===== src/rtl/clock_set_pkg.sv =====
// Shared types and constants for the time-set controller: FSM state encoding,
// button indices and the width of every tick counter in the block.
package clock_set_pkg;

  localparam int TICK_CNT_W = 8;

  typedef logic [1:0] state_t;
  localparam state_t ST_IDLE     = 2'd0;
  localparam state_t ST_PEND     = 2'd1;
  localparam state_t ST_HOLD     = 2'd2;
  localparam state_t ST_WAIT_REL = 2'd3;

  typedef logic [1:0] btn_idx_t;
  localparam btn_idx_t BTN_SS = 2'd0;
  localparam btn_idx_t BTN_HH = 2'd1;
  localparam btn_idx_t BTN_MM = 2'd2;

  // Fixed arbitration order: seconds-clear wins, then hours, then minutes.
  function automatic btn_idx_t pick_btn(input logic [2:0] lvl);
    if (lvl[BTN_SS]) return BTN_SS;
    if (lvl[BTN_HH]) return BTN_HH;
    return BTN_MM;
  endfunction

endpackage


===== src/rtl/clock_set_ctrl_if.sv =====
// Button/command bundle between the time-set controller (slave) and the
// surrounding clock design or a testbench (master).
interface clock_set_ctrl_if;
  logic tick;
  logic btn_hh;
  logic btn_mm;
  logic btn_ss;
  logic carry_busy;
  logic inc_h;
  logic inc_m;
  logic clr_s;
  logic set_active;

  modport master (
    output tick, btn_hh, btn_mm, btn_ss, carry_busy,
    input  inc_h, inc_m, clr_s, set_active
  );

  modport slave (
    input  tick, btn_hh, btn_mm, btn_ss, carry_busy,
    output inc_h, inc_m, clr_s, set_active
  );
endinterface


===== src/rtl/clock_set_ctrl_btn_debounce.sv =====
// One button: 2-flop synchronizer followed by a tick-sampled debouncer whose
// level flips after DEBOUNCE_TICKS consecutive disagreeing samples.
module btn_debounce
  import clock_set_pkg::*;
#(
  parameter int DEBOUNCE_TICKS = 4
) (
  input  logic clk,
  input  logic rst,
  input  logic tick,
  input  logic btn_raw,
  output logic level
);

  localparam logic [TICK_CNT_W-1:0] CNT_MAX = TICK_CNT_W'(DEBOUNCE_TICKS);
  localparam logic [TICK_CNT_W-1:0] CNT_ONE = TICK_CNT_W'(1);

  logic                  sync1_q, sync1_d;
  logic                  sync2_q, sync2_d;
  logic                  level_q, level_d;
  logic [TICK_CNT_W-1:0] cnt_q, cnt_d;
  logic [TICK_CNT_W-1:0] cnt_inc;

  assign cnt_inc = cnt_q + CNT_ONE;

  always_comb begin
    sync1_d = btn_raw;
    sync2_d = sync1_q;
    level_d = level_q;
    cnt_d   = cnt_q;
    // Any agreeing sample restarts the run, so only an unbroken run flips.
    if (tick) begin
      if (sync2_q != level_q) begin
        if (cnt_inc == CNT_MAX) begin
          level_d = ~level_q;
          cnt_d   = '0;
        end else begin
          cnt_d = cnt_inc;
        end
      end else begin
        cnt_d = '0;
      end
    end
  end

  always_ff @(posedge clk) begin
    if (rst) begin
      sync1_q <= 1'b0;
      sync2_q <= 1'b0;
      level_q <= 1'b0;
      cnt_q   <= '0;
    end else begin
      sync1_q <= sync1_d;
      sync2_q <= sync2_d;
      level_q <= level_d;
      cnt_q   <= cnt_d;
    end
  end

  assign level = level_q;

endmodule


===== src/rtl/clock_set_ctrl.sv =====
// Time-set controller: debounces three buttons, services one at a time and
// issues carry-safe command strobes. Auto-repeat needs CLOCK_SET_AUTOREPEAT_EN.
module clock_set_ctrl
  import clock_set_pkg::*;
#(
  parameter int DEBOUNCE_TICKS = 4,
  parameter int REPEAT_DELAY   = 16,
  parameter int REPEAT_RATE    = 4
) (
  input  logic             clk,
  input  logic             rst,
  clock_set_ctrl_if.slave  bus
);

  logic [2:0] lvl;

  btn_debounce #(.DEBOUNCE_TICKS(DEBOUNCE_TICKS)) u_db_ss (
    .clk(clk), .rst(rst), .tick(bus.tick), .btn_raw(bus.btn_ss), .level(lvl[BTN_SS])
  );
  btn_debounce #(.DEBOUNCE_TICKS(DEBOUNCE_TICKS)) u_db_hh (
    .clk(clk), .rst(rst), .tick(bus.tick), .btn_raw(bus.btn_hh), .level(lvl[BTN_HH])
  );
  btn_debounce #(.DEBOUNCE_TICKS(DEBOUNCE_TICKS)) u_db_mm (
    .clk(clk), .rst(rst), .tick(bus.tick), .btn_raw(bus.btn_mm), .level(lvl[BTN_MM])
  );

  state_t   state_q, state_d;
  btn_idx_t sel_q, sel_d;
  logic     inc_h_q, inc_h_d;
  logic     inc_m_q, inc_m_d;
  logic     clr_s_q, clr_s_d;
  logic     sel_lvl;

  assign sel_lvl = lvl[sel_q];

`ifdef CLOCK_SET_AUTOREPEAT_EN
  localparam logic [TICK_CNT_W-1:0] DELAY_LD = TICK_CNT_W'(REPEAT_DELAY);
  localparam logic [TICK_CNT_W-1:0] RATE_LD  = TICK_CNT_W'(REPEAT_RATE);
  localparam logic [TICK_CNT_W-1:0] HOLD_ONE = TICK_CNT_W'(1);

  logic [TICK_CNT_W-1:0] hold_q, hold_d;
  logic [TICK_CNT_W-1:0] hold_dec;
  logic                  rpt_q, rpt_d;

  assign hold_dec = (hold_q == '0) ? '0 : hold_q - HOLD_ONE;
`else
  logic [TICK_CNT_W-1:0] unused_repeat_cfg;
  assign unused_repeat_cfg = TICK_CNT_W'(REPEAT_DELAY ^ REPEAT_RATE);
`endif

  always_comb begin
    state_d = state_q;
    sel_d   = sel_q;
    inc_h_d = 1'b0;
    inc_m_d = 1'b0;
    clr_s_d = 1'b0;
`ifdef CLOCK_SET_AUTOREPEAT_EN
    hold_d  = hold_q;
    rpt_d   = rpt_q;
`endif
    case (state_q)
      ST_IDLE: begin
        if (|lvl) begin
          sel_d   = pick_btn(lvl);
          state_d = ST_PEND;
        end
      end
      // Strobe launches on the first edge with no carry imminent.
      ST_PEND: begin
        if (!bus.carry_busy) begin
          inc_h_d = (sel_q == BTN_HH);
          inc_m_d = (sel_q == BTN_MM);
          clr_s_d = (sel_q == BTN_SS);
`ifdef CLOCK_SET_AUTOREPEAT_EN
          hold_d  = rpt_q ? RATE_LD : DELAY_LD;
`endif
          state_d = ST_HOLD;
        end
      end
      ST_HOLD: begin
        if (!sel_lvl) begin
          state_d = ST_WAIT_REL;
        end
`ifdef CLOCK_SET_AUTOREPEAT_EN
        else if (bus.tick && (sel_q != BTN_SS)) begin
          hold_d = hold_dec;
          if (hold_dec == '0) begin
            state_d = ST_PEND;
            rpt_d   = 1'b1;
          end
        end
`endif
      end
      ST_WAIT_REL: begin
        if (~|lvl) begin
          state_d = ST_IDLE;
`ifdef CLOCK_SET_AUTOREPEAT_EN
          rpt_d   = 1'b0;
`endif
        end
      end
      default: state_d = ST_IDLE;
    endcase
  end

  always_ff @(posedge clk) begin
    if (rst) begin
      state_q <= ST_IDLE;
      sel_q   <= BTN_SS;
      inc_h_q <= 1'b0;
      inc_m_q <= 1'b0;
      clr_s_q <= 1'b0;
`ifdef CLOCK_SET_AUTOREPEAT_EN
      hold_q  <= '0;
      rpt_q   <= 1'b0;
`endif
    end else begin
      state_q <= state_d;
      sel_q   <= sel_d;
      inc_h_q <= inc_h_d;
      inc_m_q <= inc_m_d;
      clr_s_q <= clr_s_d;
`ifdef CLOCK_SET_AUTOREPEAT_EN
      hold_q  <= hold_d;
      rpt_q   <= rpt_d;
`endif
    end
  end

  assign bus.inc_h      = inc_h_q;
  assign bus.inc_m      = inc_m_q;
  assign bus.clr_s      = clr_s_q;
  assign bus.set_active = (state_q != ST_IDLE);

endmodule


===== src/flat_wrapper.sv =====
// flat-port wrapper written by rule: the top's interface ports become plain ports
module clock_set_ctrl_flat import clock_set_pkg::*;
#(
  parameter int DEBOUNCE_TICKS = 4,
  parameter int REPEAT_DELAY   = 16,
  parameter int REPEAT_RATE    = 4
)
  (clk, rst, bus_tick, bus_btn_hh, bus_btn_mm, bus_btn_ss, bus_carry_busy, bus_inc_h, bus_inc_m, bus_clr_s, bus_set_active);
  clock_set_ctrl_if bus_i ();
  input  logic clk;
  input  logic rst;
  input wire logic [$bits(bus_i.tick)-1:0] bus_tick;
  input wire logic [$bits(bus_i.btn_hh)-1:0] bus_btn_hh;
  input wire logic [$bits(bus_i.btn_mm)-1:0] bus_btn_mm;
  input wire logic [$bits(bus_i.btn_ss)-1:0] bus_btn_ss;
  input wire logic [$bits(bus_i.carry_busy)-1:0] bus_carry_busy;
  output wire logic [$bits(bus_i.inc_h)-1:0] bus_inc_h;
  output wire logic [$bits(bus_i.inc_m)-1:0] bus_inc_m;
  output wire logic [$bits(bus_i.clr_s)-1:0] bus_clr_s;
  output wire logic [$bits(bus_i.set_active)-1:0] bus_set_active;
  assign bus_i.tick = bus_tick;
  assign bus_i.btn_hh = bus_btn_hh;
  assign bus_i.btn_mm = bus_btn_mm;
  assign bus_i.btn_ss = bus_btn_ss;
  assign bus_i.carry_busy = bus_carry_busy;
  assign bus_inc_h = bus_i.inc_h;
  assign bus_inc_m = bus_i.inc_m;
  assign bus_clr_s = bus_i.clr_s;
  assign bus_set_active = bus_i.set_active;
  clock_set_ctrl #(.DEBOUNCE_TICKS(DEBOUNCE_TICKS), .REPEAT_DELAY(REPEAT_DELAY), .REPEAT_RATE(REPEAT_RATE)) u_core (.clk(clk), .rst(rst), .bus(bus_i));
endmodule

===== config.mk =====
export PLATFORM = sky130hd
export DESIGN_NAME = clock_set_ctrl_flat
export DESIGN_NICKNAME = d
export VERILOG_FILES = /design/src/rtl/clock_set_pkg.sv /design/src/rtl/clock_set_ctrl_if.sv /design/src/rtl/clock_set_ctrl_btn_debounce.sv /design/src/rtl/clock_set_ctrl.sv /design/src/flat_wrapper.sv
export SDC_FILE = /design/constraint.sdc
export NUM_CORES = 1
export LEC_CHECK = 0
export CORE_MARGIN = 4
export CORE_UTILIZATION = 55
export CTS_BUF_LIST = sky130_fd_sc_hd__clkbuf_8
export DETAILED_ROUTE_END_ITERATION = 8
export GPL_TIMING_DRIVEN = 0
export MAX_ROUTING_LAYER = met4
export PLACE_DENSITY = 0.78
export SLEW_MARGIN = 0
export SYNTH_ARGS = -nofsm -noshare
export SYNTH_HDL_FRONTEND = slang
export SYNTH_SLANG_ARGS = --single-unit

===== constraint.sdc =====
create_clock -name clk -period 1.6 [get_ports clk]
set_clock_uncertainty 0.1 [all_clocks]
set_input_delay 0.32 -clock clk [delete_from_list [all_inputs] [get_ports clk]]
set_output_delay 0.32 -clock clk [all_outputs]
set_load 0.005 [all_outputs]

Word level (Yosys, flattened, before mapping)
Index checks and enable logic that the tools add are counted.

Register bits: 40. Output and inout bits: 4. Logic and storage cells: 74.

$add $sub $neg: 3. Order comparisons: 1. Equality and inequality tests: 15. Mux-type cells: 24. Bitwise logic cells: 4. Reduce and logical (&&, ||, !) cells: 10.

Operators with widths (number): $mux W8 (6); $add A8 B1 Y8 const B (3); $eq A8 B3 Y1 const B (3); $mux W2 (8); $reduce_and A3 Y1 (3); $mux W1 (8); $pmux W2 S4 (1); $eq A2 B2 Y1 const B (3); $ne A2 B2 Y1 const B (3); $reduce_or A3 Y1 (2); $eq A2 B1 Y1 const B (2); $logic_not A2 Y1 (2); $not A1 Y1 (4); $reduce_and A4 Y1 (1); $lt A2 B3 Y1 const B (1); $ne A1 B1 Y1 (3); $bmux W1 S2 (1); $ne A2 B1 Y1 const B (1); $reduce_and A2 Y1 (1); $reduce_bool A2 Y1 (1).

Longest topological paths before layout
Gate-level depths: netlist of the first run.

Depth after elaboration: 8. Mapped depth: 7. Mapped depth without buffers: 7.

Modules after synthesis
A second synthesis of the first run with hierarchy kept.

Cells, all modules: 238. Area total of the unflattened synthesis: 2137.0 um2.

By module, submodules not included: btn_debounce (instances 3, cells an instance 66, area each 593.1 um2, seq. area each 220.2 um2); clock_set_ctrl (instances 1, cells an instance 40, area each 357.8 um2, seq. area each 140.1 um2).

Least setup slack after synthesis of the first run
Ideal clock, no wire load.

Path type: reg-to-reg. Start: register u_core.u_db_mm.cnt_q[0]. End: register u_core.u_db_mm.level_q (netlist: u_core.u_db_mm.level). Setup time: 70 ps. Arrival time: 1574 ps. Slack: -144 ps. Stages on the path, launching flop included: 7. Buffers on the path: 0. Clock period less this slack: 1744 ps. Cell sequence: dfxtp_1 -> ha_1 -> nand3_2 -> nor4b_2 -> a211oi_1 -> or4_1 -> a21oi_1.

Word-level cells in the longest chain between the ends: 3.

RTL lines: start: declaration (RTL line clock_set_ctrl_btn_debounce.sv:21) `logic [TICK_CNT_W-1:0] cnt_q, cnt_d;`; start signal: assignment (RTL line clock_set_ctrl_btn_debounce.sv:56) `cnt_q <= cnt_d;`; $add A8 B1 Y8 (RTL line clock_set_ctrl_btn_debounce.sv:24) `assign cnt_inc = cnt_q + CNT_ONE;`; $eq A8 B3 Y1 (RTL line clock_set_ctrl_btn_debounce.sv:34) `if (cnt_inc == CNT_MAX) begin`; $reduce_and A3 Y1 (no line); end signal: assignment (RTL line clock_set_ctrl_btn_debounce.sv:55) `level_q <= level_d;`; end: declaration (RTL line clock_set_ctrl_btn_debounce.sv:20) `logic level_q, level_d;`.

No other way between the ends. A chain may end at the register's enable or synchronous reset.

Worst setup path in the final report of the first run
Same ends and word-level chain as after synthesis.

==> flow_summary.toml, run 1 <==
[outcome]
status = "finished, violations left"
violations = "setup timing"

[drt]
ant_nets = 0
dr_total_vias = 1963
routed_wl_mm = 4.878
route.detailed.drc = 0
dr.pass1.iters = 4
via_per_inst = 5.860
routedWlPerCell_um = 14.56
first_iter_violations = 94

[die]
rows = 22
dieWidth_um = 69.93
coreArea_mm2 = 0.003689
die_h_um = 69.93
io_pins = 11
start_util_pct = 57.19
dieArea_mm2 = 0.004890

[grt]
use_met3_pct = 4.460
grt_pass1_wl_mm = 7.907
grt_max_degree = 13
grt.busiest_layer = "met2"
grt_use_met2_pct = 32.63
overflow = 0
grt_usage_pct = 20.51
grt_pass1_vias = 1747
grt_antenna_before_repair = 0
grtUsageMet1_pct = 25.62

[synth]
synth_nets = 278
synth.area.top_cells = "dfxtp_1 (38%), nor2_1 (6.2%), ha_1 (5.9%)"
synthCells = 261
yosysTopAreaCellShare_pct = 37.96
ys_ff_latch = 40
synth.most_common_cell = "dfxtp_1"
synth_top_area_cell = "dfxtp_1"
synthFlopType = "dfxtp_1"
synth-edff-count = 0
yosys-top-cells-count = "dfxtp_1 (40), nor2_1 (35), nand2_1 (31)"
synth-seq-area-share_pct = 37.96
syn-cell-area_mm2 = 0.002110
async_reset_ff_share_pct = 0
synthDistinctLibCells = 42
yosysWarnings = 0
synth.avg_cell_area_um2 = 8.082

[placement]
post-place-cells = 319
gp_congestion = 0.8336
io_buffers = 10
post_dp_cell_area_mm2 = 0.002295
dp_hpwl_mm = 2.951

[cts]
clock_sinks = 40
cts_hold_buffers = 0
clkSlewWorstSetupHoldPaths_ns = 0.08
numCtsBuffers = 5
clk_latency_ns = 0.29
tritoncts = "built"
ctsRootBufferMaster = "clkbuf_8"
htreeDepth = 2
cts_buffer_depth = 2

[worst_setup_path]
rrSetupSlack_ns = -0.1
rr_endpoint = "u_core.u_db_mm.level"
r2r_cells = 5
cp_cell_sequence = "ha_4, nand4b_1, o22a_1, or4_4, a21oi_2"
arrival_ns = 1.83
worstSetupStartpointType = "flip-flop"
end_kind = "flip-flop"
crit_slowest_cell = "or4_4"
crit_fanout = 5
path_buf_inv = 0
max_stage_delay_ns = 0.49
crit_family = "simple AND/OR/NAND/NOR gates"
crit_type = "reg -> reg"
crit-reg2reg-launch = "u_core.u_db_mm.cnt_q[0]"
worstPathRequired_ns = 1.73

[hold_path]
min_to = "u_core.u_db_ss.sync2_q"
hold_path_class = "reg -> reg"
holdPathStages = 1
hold_start = "u_core.u_db_ss.sync1_q"

[power_and_ir_drop]
vdd_drop_max_v = 0.0005021
p_per_area_mw_per_mm2 = 729.9
p_total_mw = 1.969
p_leak_nw = 0.9548

[cells_and_area]
finalInstanceArea_mm2 = 0.002698
nets = 304
area_growth_pct = 27.88
n_antenna_cell = 0
drive_gt1_share_pct = 26.83
instances_no_fill = 335

[timing]
report.final.hold_viol_count = 0
fin_setup_tns_ns = -0.1777
timing.final.crit_share_pct = 106.2
tightest_slew_ns = 0.6014
finalCriticalPeriod_ns = 1.699
rsz0062_at_grt = "yes"
fmax_mhz = 588.4
slew_headroom_pct = 59.91
setup_slack_ns = -0.09947
finalSetupViolCount = 2
drv_slew = 0
holdWs_ns = 0.3382

[run]
max_cap_viol_count = 0
## final cells by class
class                   count  area, um2
flip-flops and latches     40      833.3
fillers                   290      991.0
plain buffers              10      85.08
repair buffers             20      177.7
multi-input cells         199       1419
well taps                  48      60.06
clock buffers               5      68.82
clock inverters             2      12.51
inverters                  11      41.29
## worst max-delay path by stage
stage / startpoint / endpoint / slack (ns) / cells after the start
global placement: bus_tick / u_core.u_db_mm.cnt_q[7] / -0.71 / 6
global route: u_core.u_db_mm.cnt_q[0] / u_core.u_db_mm.cnt_q[2] / -0.16 / 6
floorplan: u_core.u_db_mm.cnt_q[1] / u_core.u_db_mm.level / -0.004 / 6
finish: u_core.u_db_mm.cnt_q[0] / u_core.u_db_mm.level / -0.1 / 5
detailed placement: bus_tick / u_core.u_db_mm.cnt_q[7] / -0.73 / 6
CTS: u_core.u_db_mm.cnt_q[0] / u_core.u_db_mm.level / -0.12 / 6
## layer usage
layer,vias up,routed length [um]
met5,-,0
met1,937,2297
met4,0,82
met2,41,2316
li1,978,-
met3,7,181
## flip-flops by register name (all words and copies together) (netlist names), 2 cells and up
signal and cells:
u_core.sel_q 2, u_core.state_q 2, u_core.u_db_hh.cnt_q 8, u_core.u_db_mm.cnt_q 8, u_core.u_db_ss.cnt_q 8
## report_power, final
part	switching, mW	internal (mW)	leakage [nW]
registers	0.0171	1.01	0.333
logic	0.151	0.144	0.582
clock network	0.350	0.295	0.0400
## cell usage in the layout (no fill, tap or decap), types with 4 or more instances in the layout
| master | instances |
|---|---|
| nor2_1 | 33 |
| nand2_1 | 28 |
| dfxtp_1 | 24 |
| a21oi_1 | 17 |
| buf_4 | 11 |
| dfxtp_2 | 11 |
| o21ai_0 | 10 |
| nor3_1 | 9 |
| clkdlybuf4s50_1 | 8 |
| clkbuf_8 | 7 |
| inv_1 | 7 |
| nor2b_1 | 7 |
| nand3_1 | 6 |
| nor3b_1 | 5 |
| ha_4 | 5 |
| dfxtp_4 | 5 |
| inv_2 | 4 |
| xnor2_1 | 4 |
| a31oi_1 | 4 |
| a311oi_1 | 4 |
| ha_1 | 4 |
## cell families after synthesis
family	count (synthesis)	share of synthesized area (%)
XOR/XNOR	10	4.152
AND/OR/NAND/NOR	117	27.88
multiplexers	3	1.424
adder cells (fa/ha/maj)	10	5.931
AO/OA/AOI/OAI	59	17.56
flip-flops	40	37.96
buffers and inverters	22	5.101
## stage by stage
stage / utilization (%) / setup slack [ns]
after floorplan: - / -0.003765
after global placement: 62.21 / -0.7117
after detailed placement: 62.21 / -0.7276
after CTS: 68.59 / -0.1186
after global routing: 73.13 / -0.1598
final: 73.13 / -0.09947
## timing repair
item                       4_1_cts  5_1_grt
setup buffers                    6        4
setup endpoints to repair       27       19
pin swaps                        4       11
resized for setup               31       45
(Power assumes the default switching activity.)
==> run 2, diff against run 1 <==
--- a/config.mk
+++ b/config.mk
@@ -5,6 +5,7 @@
 export SDC_FILE = /design/constraint.sdc
 export NUM_CORES = 1
 export LEC_CHECK = 0
+export ABC_AREA = 1
 export CORE_MARGIN = 4
 export CORE_UTILIZATION = 55
 export CTS_BUF_LIST = sky130_fd_sc_hd__clkbuf_8
==> run 2 against run 1 <==
  * The run now ends clean
  * Sequential power hardly changed
  * Synthesized cell count is 36% higher
  * Final area is 0.46% higher
  * Combinational power is 8.1% lower
  * Power is 8.5% higher
  * Worst hold slack worse by 0.035 ns
  * Routed wire length is 0.82% lower
  * Non-clock buffer count is 10 lower
  * Flip-flop and latch count stayed put
  * Critical path depth is 1 lower
  * Via count is 11% higher
  * Critical path type is now reg -> out
  * Highest routed layer unchanged
==> flow_summary.toml, run 2 <==
[outcome]
status = "completed"

[worst_setup_path]
crit-reg2reg-launch = "u_core.u_db_mm.cnt_q[0]"
crit_fanout = 4
r2r_cells = 10
path_buf_inv = 3
arrival_ns = 1.12
crit_slowest_cell = "dfxtp_2"
end_kind = "output pin"
rrSetupSlack_ns = 0.09
worstPathRequired_ns = 1.18
crit_family = "flip-flops"
crit_type = "reg -> out"
crit_top_cell = "inv_2"
max_stage_delay_ns = 0.35
rr_endpoint = "u_core.u_db_mm.cnt_q[2]"
worstSetupStartpointType = "flip-flop"
cp_cell_sequence = "inv_2, ha_4, inv_2, clkdlybuf4s15_1"

[cells_and_area]
nets = 393
fillerInstances = 323
multi_input_area_mm2 = 0.001346
drive_gt1_share_pct = 18.30
top_regs = "u_core.u_db_hh.cnt_q (8), u_core.u_db_mm.cnt_q (8), u_core.u_db_ss.cnt_q (8)"
final_common_cell = "nand2_1"
final_cell_mix = "nand2_1 (113), inv_1 (51), a21oi_1 (28)"
seq_area_um2 = 832.0
instances_no_fill = 425
utilization_pct = 71.34
n_antenna_cell = 0
area_growth_pct = 20.67

[timing]
finalSetupViolCount = 0
tightest_slew_ns = 0.5592
report.final.hold_viol_count = 0
rsz0062_at_grt = "yes"
drv_slew = 0
finalCriticalPeriod_ns = 1.542
holdWs_ns = 0.3031
slew_headroom_pct = 62.72
timing.final.crit_share_pct = 96.36
fmax_mhz = 648.6
setup_slack_ns = 0.05830

[hold_path]
min_to = "u_core.u_db_hh.sync2_q"
holdPathStages = 2
hold_start = "u_core.u_db_hh.sync1_q"
hold_path_class = "reg -> reg"

[cts]
clock_sinks = 40
numCtsBuffers = 5
clkSlewWorstSetupHoldPaths_ns = 0.08
clk_latency_ns = 0.30
tritoncts = "built"
cts_buffer_depth = 2
htreeDepth = 2
ctsRootBufferMaster = "clkbuf_8"

[placement]
gp_congestion = 0.8466
pre_cts_ws_ns = -0.4710
dp_hpwl_mm = 3.292
post-place-cells = 412
io_buffers = 9

[synth]
ys_ff_latch = 40
yosysWarnings = 0
synth.area.top_cells = "dfxtp_1 (36%), nand2_1 (20%), inv_1 (9.2%)"
synthFlopType = "dfxtp_1"
synth-seq-area-share_pct = 35.65
synthCells = 355
synth_nets = 372
synth-edff-count = 0
async_reset_ff_share_pct = 0
yosysTopAreaCellShare_pct = 35.65
yosys-top-cells-count = "nand2_1 (117), inv_1 (55), dfxtp_1 (40)"
syn-cell-area_mm2 = 0.002246
synth_top_area_cell = "dfxtp_1"
synth.avg_cell_area_um2 = 6.326
synth.most_common_cell = "nand2_1"
synthDistinctLibCells = 20

[power_and_ir_drop]
p_per_area_mw_per_mm2 = 788.0
pwr-share-clk_pct = 38.9
vdd_drop_max_v = 0.0005702
p_sw_mw = 0.5355
p_leak_nw = 1.087
internal_power_mw = 1.600
pwr-share-comb_pct = 12.7
seqPwrFrac_pct = 48.4
swShare_pct = 25.08

[grt]
grt_usage_pct = 19.85
grt_pass1_vias = 1848
grt_antenna_before_repair = 0
overflow = 0
grt_max_degree = 14
grt_pass1_wl_mm = 7.900

[drt]
routedWlPerCell_um = 11.38
first_iter_violations = 187
route.detailed.drc = 0
dr.pass1.iters = 4
ant_nets = 0
routed_wl_mm = 4.838
via_per_inst = 5.129
dr_total_vias = 2180

[die]
dieWidth_um = 71.90
start_util_pct = 59.12
io_pins = 11
rows = 22
coreArea_mm2 = 0.003799
dieArea_mm2 = 0.005170
die_h_um = 71.90

[run]
max_cap_viol_count = 0
-- run 2: worst max path at each step --
| stage | startpoint | to | slack [ns] | cells after the start |
|---|---|---|---|---|
| after CTS | u_core.u_db_mm.cnt_q[0] | u_core.u_db_mm.cnt_q[2] | 0.0005 | 10 |
| after floorplan | u_core.u_db_ss.cnt_q[0] | u_core.u_db_ss.level | 0.12 | 10 |
| after global routing | u_core.u_db_ss.cnt_q[0] | u_core.u_db_ss.level | -0.04 | 10 |
| final | u_core.state_q[1] | bus_set_active | 0.06 | 4 |
| after detailed placement | rst | u_core.u_db_mm.cnt_q[2] | -0.47 | 4 |
| after global placement | rst | u_core.state_q[1] | -0.46 | 4 |
-- run 2: per-stage QoR --
step                      area [um2]   TNS, ns  total power [mW]
after CTS                       2556         0             2.155
after global placement          2396    -4.789             1.278
after floorplan                 2246         0             1.197
after global routing            2710  -0.07929             2.225
final                           2710         0             2.136
after detailed placement        2396    -4.926             1.281
-- run 2: routing by layer --
layer,up-vias,wire (um),part of all wire [%],GRT usage (%)
met5,-,0,0,-
li1,1148,-,-,-
met3,13,259,5.4,5.402
met2,56,2306,48,31.53
met1,963,2173,45,23.87
met4,0,99,2.0,7.933
-- run 2: cell type report --
cell class              count  area share [%]
inverters                  55           7.618
plain buffers               6          0.9695
repair buffers             14           4.709
multi-input cells         254           49.68
clock inverters             3           1.570
flip-flops and latches     40           30.70
clock buffers               5           2.539
well taps                  48           2.216
-- run 2: worst register-to-register path, delay by kind of cell (launching register included) --
kind,cells,cell delay [ns]
simple gates,6,0.53
compound gates,1,0.06
fa+ha+maj,1,0.16
flops,1,0.37
buf+inv,2,0.19
-- run 2: timing repair --
action,in CTS,in global routing
hold buffers,0,0
resized for setup,19,41
endpoints found under the setup margin,19,19
pin swaps,2,12
setup buffers,2,3
-- run 2: power by group through the flow --
stage	clock (mW)	combinational, mW	sequential [mW]
floorplan	0	0.137	1.06
global placement	0	0.215	1.06
detailed placement	0	0.217	1.06
CTS	0.857	0.258	1.04
global route	0.886	0.301	1.04
finish	0.830	0.271	1.03
-- run 2: logic make-up (layout without fill, tap and decap cells) --
logic type,Yosys count,in the layout,synth area share [%]
AO/OA/AOI/OAI,40,40,9.025
adder cells (fa/ha/maj),10,10,5.571
AND/OR/NAND/NOR,200,200,37.94
XOR/XNOR,4,4,1.560
flip-flops,40,40,35.65
buffers and inverters,61,83,10.25
